## config.mk

```make
export PLATFORM = sky130hd
export DESIGN_NAME = vec_capture_flat
export DESIGN_NICKNAME = d
export VERILOG_FILES = /design/src/rtl/vec_capture_pkg.sv /design/src/rtl/vec_capture_if.sv /design/src/rtl/vec_capture_ram.sv /design/src/rtl/vec_capture.sv /design/src/flat_wrapper.sv
export SDC_FILE = /design/constraint.sdc
export NUM_CORES = 1
export LEC_CHECK = 0
export ABC_AREA = 1
export BUFFER_PORTS_ARGS = -buffer_cell sky130_fd_sc_hd__buf_4
export CORE_MARGIN = 1.5
export CORE_UTILIZATION = 50
export CTS_BUF_LIST = sky130_fd_sc_hd__clkbuf_2 sky130_fd_sc_hd__clkbuf_4 sky130_fd_sc_hd__clkbuf_8
export DETAILED_ROUTE_END_ITERATION = 10
export GPL_TIMING_DRIVEN = 0
export PLACE_DENSITY = 0.73
export SLEW_MARGIN = 20
export SYNTH_ARGS = -nofsm -noshare
export SYNTH_HDL_FRONTEND = slang
export SYNTH_SLANG_ARGS = --single-unit
```

## constraint.sdc

```tcl
create_clock -name clk -period 2 [get_ports clk]
set_clock_uncertainty 0.1 [all_clocks]
set_input_delay 0.4 -clock clk [delete_from_list [all_inputs] [get_ports clk]]
set_output_delay 0.4 -clock clk [all_outputs]
set_load 0.005 [all_outputs]
```

## src/rtl/vec_capture_pkg.sv

```systemverilog
// vec_capture_pkg: shared state type and default geometry for the vector recorder
package vec_capture_pkg;
  typedef enum logic [1:0] {IDLE, CAPTURE, DUMP} vc_state_t;
  localparam int VC_WIDTH = 15;
  localparam int VC_DEPTH = 16;
endpackage

```

## src/rtl/vec_capture_if.sv

```systemverilog
// vec_capture_if: control, sample and dump port bundle of the vector recorder
interface vec_capture_if import vec_capture_pkg::*; #(
  parameter int WIDTH = VC_WIDTH,
  parameter int DEPTH = VC_DEPTH,
  localparam int ADDR_W = $clog2(DEPTH)
) ();
  logic arm;
  logic stop;
  logic sample_valid;
  logic [WIDTH-1:0] sample_data;
  logic rd_valid;
  logic rd_ready;
  logic [WIDTH-1:0] rd_data;
  logic [ADDR_W:0] count;
  logic full;
  logic busy;
  modport master (
    output arm, stop, sample_valid, sample_data, rd_ready,
    input rd_valid, rd_data, count, full, busy
  );
  modport slave (
    input arm, stop, sample_valid, sample_data, rd_ready,
    output rd_valid, rd_data, count, full, busy
  );
endinterface

```

## src/rtl/vec_capture_ram.sv

```systemverilog
// vec_capture_ram: reset-cleared buffer, synchronous write, asynchronous read
module vec_capture_ram import vec_capture_pkg::*; #(
  parameter int WIDTH = VC_WIDTH,
  parameter int DEPTH = VC_DEPTH,
  localparam int ADDR_W = $clog2(DEPTH)
) (
  input  logic clk,
  input  logic reset_n,
  input  logic we,
  input  logic [ADDR_W-1:0] wa,
  input  logic [WIDTH-1:0] wd,
  input  logic [ADDR_W-1:0] ra,
  output logic [WIDTH-1:0] rd
);
  logic [WIDTH-1:0] mem [DEPTH];
  always_ff @(posedge clk or negedge reset_n)
    if (!reset_n) mem <= '{default: '0};
    else if (we) mem[wa] <= wd;
  assign rd = mem[ra];
endmodule

```

## src/rtl/vec_capture.sv

```systemverilog
// vec_capture: records sampled DUT words and dumps them over valid/ready; VEC_CAPTURE_DEDUP_EN drops repeated words
module vec_capture import vec_capture_pkg::*; #(
  parameter int WIDTH = VC_WIDTH,
  parameter int DEPTH = VC_DEPTH,
  localparam int ADDR_W = $clog2(DEPTH)
) (
  input logic clk,
  input logic reset_n,
  vec_capture_if.slave bus
);
  localparam int CW = ADDR_W + 1;
  vc_state_t state, state_nx;
  logic [ADDR_W-1:0] wr_ptr, rd_ptr;
  logic [CW-1:0] count, count_wr;
  logic start, wr_en, rd_en, dup;
  assign start = state == IDLE && bus.arm;
  assign wr_en = state == CAPTURE && bus.sample_valid && !dup;
  assign rd_en = state == DUMP && bus.rd_ready;
  assign count_wr = count + CW'(wr_en);
  always_comb
    state_nx = state == IDLE ? (bus.arm ? CAPTURE : IDLE) :
               state == CAPTURE ? ((count_wr == CW'(DEPTH) || (bus.stop && count_wr != '0)) ? DUMP :
                                   bus.stop ? IDLE : CAPTURE) :
               (rd_en && count == CW'(1)) ? IDLE : DUMP;
  always_ff @(posedge clk or negedge reset_n)
    if (!reset_n) state <= IDLE;
    else state <= state_nx;
  always_ff @(posedge clk or negedge reset_n)
    if (!reset_n) begin
      wr_ptr <= '0;
      rd_ptr <= '0;
      count <= '0;
    end else if (start) begin
      wr_ptr <= '0;
      rd_ptr <= '0;
      count <= '0;
    end else begin
      if (wr_en) wr_ptr <= wr_ptr + ADDR_W'(1);
      if (rd_en) rd_ptr <= rd_ptr + ADDR_W'(1);
      count <= count_wr - CW'(rd_en);
    end
`ifdef VEC_CAPTURE_DEDUP_EN
  logic [WIDTH-1:0] last_q;
  logic last_vld;
  always_ff @(posedge clk or negedge reset_n)
    if (!reset_n) begin
      last_q <= '0;
      last_vld <= 1'b0;
    end else if (start) begin
      last_vld <= 1'b0;
    end else if (wr_en) begin
      last_q <= bus.sample_data;
      last_vld <= 1'b1;
    end
  assign dup = last_vld && bus.sample_data == last_q;
`else
  assign dup = 1'b0;
`endif
  vec_capture_ram #(.WIDTH(WIDTH), .DEPTH(DEPTH)) u_ram (
    .clk(clk),
    .reset_n(reset_n),
    .we(wr_en),
    .wa(wr_ptr),
    .wd(bus.sample_data),
    .ra(rd_ptr),
    .rd(bus.rd_data)
  );
  assign bus.rd_valid = state == DUMP;
  assign bus.count = count;
  assign bus.full = count == CW'(DEPTH);
  assign bus.busy = state != IDLE;
endmodule
```

## src/flat_wrapper.sv

```systemverilog
// flat-port wrapper written by rule: the top's interface ports become plain ports
module vec_capture_flat import vec_capture_pkg::*;
#(
  parameter int WIDTH = VC_WIDTH,
  parameter int DEPTH = VC_DEPTH,
  localparam int ADDR_W = $clog2(DEPTH)
)
  (clk, reset_n, bus_arm, bus_stop, bus_sample_valid, bus_sample_data, bus_rd_ready, bus_rd_valid, bus_rd_data, bus_count, bus_full, bus_busy);
  vec_capture_if #(.WIDTH(WIDTH), .DEPTH(DEPTH)) bus_i ();
  input logic clk;
  input logic reset_n;
  input wire logic [$bits(bus_i.arm)-1:0] bus_arm;
  input wire logic [$bits(bus_i.stop)-1:0] bus_stop;
  input wire logic [$bits(bus_i.sample_valid)-1:0] bus_sample_valid;
  input wire logic [$bits(bus_i.sample_data)-1:0] bus_sample_data;
  input wire logic [$bits(bus_i.rd_ready)-1:0] bus_rd_ready;
  output wire logic [$bits(bus_i.rd_valid)-1:0] bus_rd_valid;
  output wire logic [$bits(bus_i.rd_data)-1:0] bus_rd_data;
  output wire logic [$bits(bus_i.count)-1:0] bus_count;
  output wire logic [$bits(bus_i.full)-1:0] bus_full;
  output wire logic [$bits(bus_i.busy)-1:0] bus_busy;
  assign bus_i.arm = bus_arm;
  assign bus_i.stop = bus_stop;
  assign bus_i.sample_valid = bus_sample_valid;
  assign bus_i.sample_data = bus_sample_data;
  assign bus_i.rd_ready = bus_rd_ready;
  assign bus_rd_valid = bus_i.rd_valid;
  assign bus_rd_data = bus_i.rd_data;
  assign bus_count = bus_i.count;
  assign bus_full = bus_i.full;
  assign bus_busy = bus_i.busy;
  vec_capture #(.WIDTH(WIDTH), .DEPTH(DEPTH)) u_core (.clk(clk), .reset_n(reset_n), .bus(bus_i));
endmodule
```

Word level (Yosys, flattened, before mapping)
Cells that the tools add are included.
{"block": "word_totals", "ff_bits": 255, "out_inout_bits": 23}
{"block": "op_classes", "n_mux": 17, "reduce_logical": 12, "order_cmp": 3, "bitwise": 2, "eq_ne": 5, "addsub": 4}
{"cell": "bitwise mux 240 bit", "count": 1}
{"cell": "binary-select mux 15 bit (select 4 bit)", "count": 1}
{"cell": "demux 15 bit (select 4 bit)", "count": 1}
{"cell": "two-way mux 15 bit", "count": 3}
{"cell": "two-way mux 4 bit", "count": 4}
{"cell": "equality test 5 bit, second input constant", "count": 2}
{"cell": ">= comparator 5 bit, second input constant", "count": 2}
{"cell": "inverter 4 -> 5 bit", "count": 2}
{"cell": "adder 4 x 1 -> 4 bit, second input constant", "count": 2}
{"cell": "two-way mux 2 bit", "count": 4}
{"cell": "logical AND 1 bit", "count": 6}
{"cell": "nonzero test 2 bit", "count": 3}
{"cell": "adder 5 x 1 -> 5 bit", "count": 1}
{"cell": "equality test 5 x 1 -> 1 bit, second input constant", "count": 1}
{"cell": "less-than comparator 5 x 1 -> 1 bit, second input constant", "count": 1}
{"cell": "two-way mux 5 bit", "count": 1}
{"cell": "nonzero test 5 bit", "count": 1}
{"cell": "subtractor 5 x 1 -> 5 bit", "count": 1}
{"cell": "equality test 2 x 1 -> 1 bit, second input constant", "count": 1}
{"cell": "equality test 2 bit, second input constant", "count": 1}
{"cell": "logical NOT 2 bit", "count": 1}
{"cell": "two-way mux 1 bit", "count": 2}
{"cell": "logical OR 1 bit", "count": 1}

Depth between registers and ports, before layout
{"block": "logic_depth", "depth_word": 9, "depth_mapped": 14}

Modules after synthesis
A second synthesis with hierarchy kept.
{"block": "hier_totals", "hier_cells": 1685, "hier_area_um2": 12622.1}
{"mod": "vec_capture_ram", "cells_each": 1573, "seq_area_each_um2": 6005.8, "area_each_um2": 11702.5, "instances": 1}
{"mod": "vec_capture", "cells_each": 112, "seq_area_each_um2": 375.4, "area_each_um2": 919.6, "instances": 1}

Worst setup path after synthesis
No wires, ideal clock.
{"block": "synth_timing", "kind": "register to register", "from": "register u_core.state[0]", "to": "register u_core.count[4], in the netlist u_core.bus.count[4]", "n_path_buf": 0, "period_less_slack_ns": 1.963, "setup_ns": 0.077, "path_slack_ns": 0.037, "stages_incl_launch_ff": 13, "arrival_time_ns": 1.785, "cell_sequence": "dfrtp_1 > inv_1 > nor2_4 > nand2_4 > clkinv_8 > ha_1 > ha_1 > inv_1 > ha_1 > nand2_1 > nor2_1 > o21ai_0 > a21oi_1"}
{"block": "synth_between", "elab_chain_len": 5, "elab_cells_between_ends": 9, "classes_between": "add/sub: 2; eq/ne: 2; mux: 1; reduce/logical: 4"}
{"item": "start: declaration", "line": "vec_capture.sv:12", "text": "vc_state_t state, state_nx;"}
{"item": "start signal: assignment", "line": "vec_capture.sv:27", "text": "else state <= state_nx;"}
{"item": "equality test 2 x 1 -> 1 bit", "line": "vec_capture.sv:17", "text": "assign wr_en = state == CAPTURE && bus.sample_valid && !dup;"}
{"item": "logical AND 1 bit", "line": "vec_capture.sv:17"}
{"item": "adder 5 x 1 -> 5 bit", "line": "vec_capture.sv:19", "text": "assign count_wr = count + CW'(wr_en);"}
{"item": "subtractor 5 x 1 -> 5 bit", "line": "vec_capture.sv:40", "text": "count <= count_wr - CW'(rd_en);"}
{"item": "two-way mux 5 bit *", "line": "vec_capture.sv:33", "text": "end else if (start) begin"}
{"item": "end signal: assignment", "line": "vec_capture.sv:40"}
{"item": "end: declaration", "line": "vec_capture.sv:14", "text": "logic [CW-1:0] count, count_wr;"}
Mark *: on every way between the ends. The rest lies on a longest branch, timed or not.
A chain may end at the register's enable or synchronous reset.

Final worst setup path
{"block": "layout_timing", "from": "register u_core.rd_ptr[0]", "to": "output bus_rd_data[14]"}
{"block": "layout_between", "elab_chain_len": 4}
{"item": "start: declaration", "line": "vec_capture.sv:13", "text": "logic [ADDR_W-1:0] wr_ptr, rd_ptr;"}
{"item": "start signal: assignment", "line": "vec_capture.sv:39", "text": "if (rd_en) rd_ptr <= rd_ptr + ADDR_W'(1);"}
{"item": "inverter 4 -> 5 bit (implied by the code)", "line": "vec_capture_ram.sv:19", "text": "assign rd = mem[ra];"}
{"item": "binary-select mux 15 bit (select 4 bit)", "line": "vec_capture_ram.sv:19"}
{"item": "two-way mux 15 bit (implied by the code) (2 in series)", "line": "vec_capture_ram.sv:19"}
{"item": "end: declaration", "line": "flat_wrapper.sv:18", "text": "output wire logic [$bits(bus_i.rd_data)-1:0] bus_rd_data;"}
Every way passes these cells. The select of a mux whose other input is x is not followed.

==> flow_metrics.env <==
export IMPL_worst_setup_path_end_kind="output port"
export IMPL_reg2reg_to="u_core.bus.count[4]"
export IMPL_h_tree_depth=2
export IMPL_syn2layout_area_growth_pct=20.6
export IMPL_grt_pass1_vias=10500
export IMPL_cts_tree="done"
export IMPL_die_y_um=158
export IMPL_synth_flop_cell="dfrtp_1"
export IMPL_grt_pass1_wl_um=61300
export IMPL_drc=0
export IMPL_hold_start="bus_sample_data[0]"
export IMPL_core_um2=23500
export IMPL_worst_r2r_setup_slack_ns=0.07
export IMPL_synth_async_reset_ratio_pct=100
export IMPL_crit_start="u_core.rd_ptr[0]"
export IMPL_max_freq_mhz=349
export IMPL_die_area_um2=25000
export IMPL_hold_ws_ns=0.134
export IMPL_grt_use_total_pct=33.6
export IMPL_status="finished with violations"
export IMPL_finalHoldViolCount=0
export IMPL_clockBufferDepth=3
export IMPL_clk_latency_ns=0.56
export IMPL_switching_share_pct=38.3
export IMPL_detail_route_wl_per_cell_um=21.7
export IMPL_endpoint="bus_rd_data[14]"
export IMPL_vias=11100
export IMPL_yosysTopAreaCell="dfrtp_1"
export IMPL_root_buffer="clkbuf_8"
export IMPL_final_layout_size_suffix_gt1_share_pct=20.2
export IMPL_setup_viol=15
export IMPL_dr_pass1_iters=5
export IMPL_p_clk_share_pct=25.2
export IMPL_drtIter0Drc=1300
export IMPL_synth_area_um2=12000
export IMPL_arrival_ns=2.37
export IMPL_antennaDiodeCount=0
export IMPL_combinationalPowerShare_pct=41.7
export IMPL_antenna_found_initial=0
export IMPL_wirelength_um=41300
export IMPL_netSwitchingPower_mw=7.58
export IMPL_synth_enable_flop_cells=0
export IMPL_synthCells=1446
export IMPL_ys_ff_latch=255
export IMPL_cp_start_kind="register"
export IMPL_min_period_ns=2.87
export IMPL_yosysWarnings=0
export IMPL_maxCapViolCount=0
export IMPL_critical_path_class="reg2out"
export IMPL_syn_nets=1476
export IMPL_dp_hpwl_um=27900
export IMPL_vdd_ir_drop_worst_mv=0.617
export IMPL_drv_slew=0
export IMPL_seqPwrFrac_pct=33.1
export IMPL_grt_remaining_overflow=0
export IMPL_start_util_pct=51.2
export IMPL_required_ns=1.50
export IMPL_fp_dieW_um=158
export IMPL_yosysSeqAreaShare_pct=53.0
export IMPL_p_per_area_nw_per_um2=1360
export IMPL_r2r_start="u_core.state[1]"
export IMPL_io_pins=44
export IMPL_synth_area_leaders="dfrtp_1, o21ai_0, nand2_1"
export IMPL_yosysMostFrequentCell="dfrtp_1"
export IMPL_placed_cell_area_um2=12700
export IMPL_portBuffers=28
export IMPL_internal_power_mw=12.2
export IMPL_violations="negative setup slack"
export IMPL_min_path_type="in2reg"
export IMPL_rows=56
export IMPL_cts_buffers=44
export IMPL_path_max_fanout=7
export IMPL_fin_ws_ns=-0.869
export IMPL_grt_max_degree=75
export IMPL_place_ws_ns=-0.675
export IMPL_syn_area_per_cell_um2=8.33
export IMPL_gp_congestion=0.990
export IMPL_synth_top_area_share_pct=53.0
export IMPL_rsz0062_at_grt="yes"
export IMPL_ant_nets=0
export IMPL_p_leak_nw=6.90
export IMPL_routed_via_density=5.81
export IMPL_period_share_pct=143
export IMPL_stdcell_area_um2=14500
export IMPL_setup_tns_ns=-11.81
export IMPL_synth_common_cells="dfrtp_1, nand2_1, o21ai_0"
export IMPL_synthDistinctLibCells=27
export IMPL_slew_headroom_pct=43.7
export IMPL_cts_clk_slew_worst_paths_ns=0.06
export IMPL_r2r_cells=11
export IMPL_nets=1585
export IMPL_numClockSinks=255
export IMPL_worstMarginPinSlew_ns=0.844
## logic make-up (layout without fill, tap and decap cells)
family	Yosys count	in the layout	synth area share (%)
simple gates	482	482	16.7
compound gates	440	440	19.9
buf+inv	259	399	9.43
flops	255	255	53.0
fa+ha+maj	9	9	0.935
xor+xnor	1	1	0.0727
## power by group through the flow
stage / registers [mW] / clock network, mW / logic (mW)
after floorplan: 6.44 / 0 / 3.64
after global placement: 6.54 / 0 / 6.14
after detailed placement: 6.57 / 0 / 6.25
after CTS: 6.50 / 4.98 / 7.36
after global routing: 6.62 / 5.21 / 8.81
final: 6.55 / 4.99 / 8.26
## worst max-delay path, stage by stage (launching register included)
cell and delay (ns):
dfrtp_2 0.48, buf_12 0.18, buf_12 0.15, buf_8 0.13, o211ai_1 0.25, o211ai_1 0.20, nand3_1 0.18, nand2_2 0.11
buf_6 0.13
## worst min path at each step
stage / depth (start not counted) / slack [ns] / to
2_1_floorplan: 0 / 0.004 / u_core.bus.count[0]
3_3_place_gp: 2 / 0.36 / u_core.u_ram.mem[215]
3_5_place_dp: 1 / 0.27 / u_core.wr_ptr[0]
4_1_cts: 3 / 0.11 / u_core.u_ram.mem[150]
5_1_grt: 3 / 0.13 / u_core.u_ram.mem[131]
6_report: 3 / 0.13 / u_core.u_ram.mem[0]
## state kept, by name, indices dropped and copies added (netlist names)
signal,count
u_core.u_ram.mem,240
u_core.bus.count,5
u_core.rd_ptr,4
u_core.wr_ptr,4
u_core.state,2
## cell type report
class | count | area, µm²
Tap cell | 319 | 399
Buffer | 110 | 737
Sequential cell | 255 | 6380
Clock buffer | 73 | 905
Fill cell | 2040 | 9020
Multi-Input combinational cell | 932 | 4750
Clock inverter | 4 | 26.3
Inverter | 146 | 571
Timing Repair Buffer | 66 | 747
## stage by stage
stage / utilization, % / std cells / total power [mW]
2_1_floorplan: - / 1446 / 10.1
3_3_place_gp: 53.7 / 1793 / 12.7
3_5_place_dp: 54.1 / 1796 / 12.8
4_1_cts: 60.2 / 1889 / 18.8
5_1_grt: 61.7 / 1905 / 20.6
6_report: 61.7 / 1905 / 19.8
## cell usage in the layout (no fill, tap or decap), types with 2 or more instances in the layout
cell type	count
a21oi_1	149
a21oi_2	3
buf_1	2
buf_12	5
buf_16	8
buf_2	43
buf_4	60
buf_6	21
buf_8	5
clkbuf_1	15
clkbuf_2	11
clkbuf_4	19
clkbuf_8	57
clkinv_2	2
dfrtp_1	252
dfrtp_2	3
dlygate4sd3_1	2
ha_1	5
ha_4	3
inv_1	138
inv_2	5
nand2_1	230
nand2_2	20
nand2_4	3
nand3_1	72
nand3_2	19
nand4_1	6
nor2_1	112
nor2_2	15
nor2_4	3
o211ai_1	65
o21a_1	2
o21ai_0	172
o21ai_1	42
o21ai_2	6
## per-layer routing
metal | up-vias | track usage, % | wire length (µm)
met4 | 0 | 21.8 | 2960
met1 | 5345 | 45.9 | 16700
met2 | 589 | 49.0 | 17800
met3 | 140 | 6.21 | 3850
li1 | 4992 | - | -
met5 | - | 0 | 0
## repair_timing
| action | in CTS | in global routing |
|---|---|---|
| hold buffers | 2 | 0 |
| buffers inserted | 12 | 15 |
| endpoints found under the setup margin | 21 | 19 |
| hold endpoints to repair | 57 | 0 |
| pin swaps | 37 | 58 |
| cloned | 5 | 1 |
| resized for setup | 102 | 76 |
(Power assumes the default switching activity.)
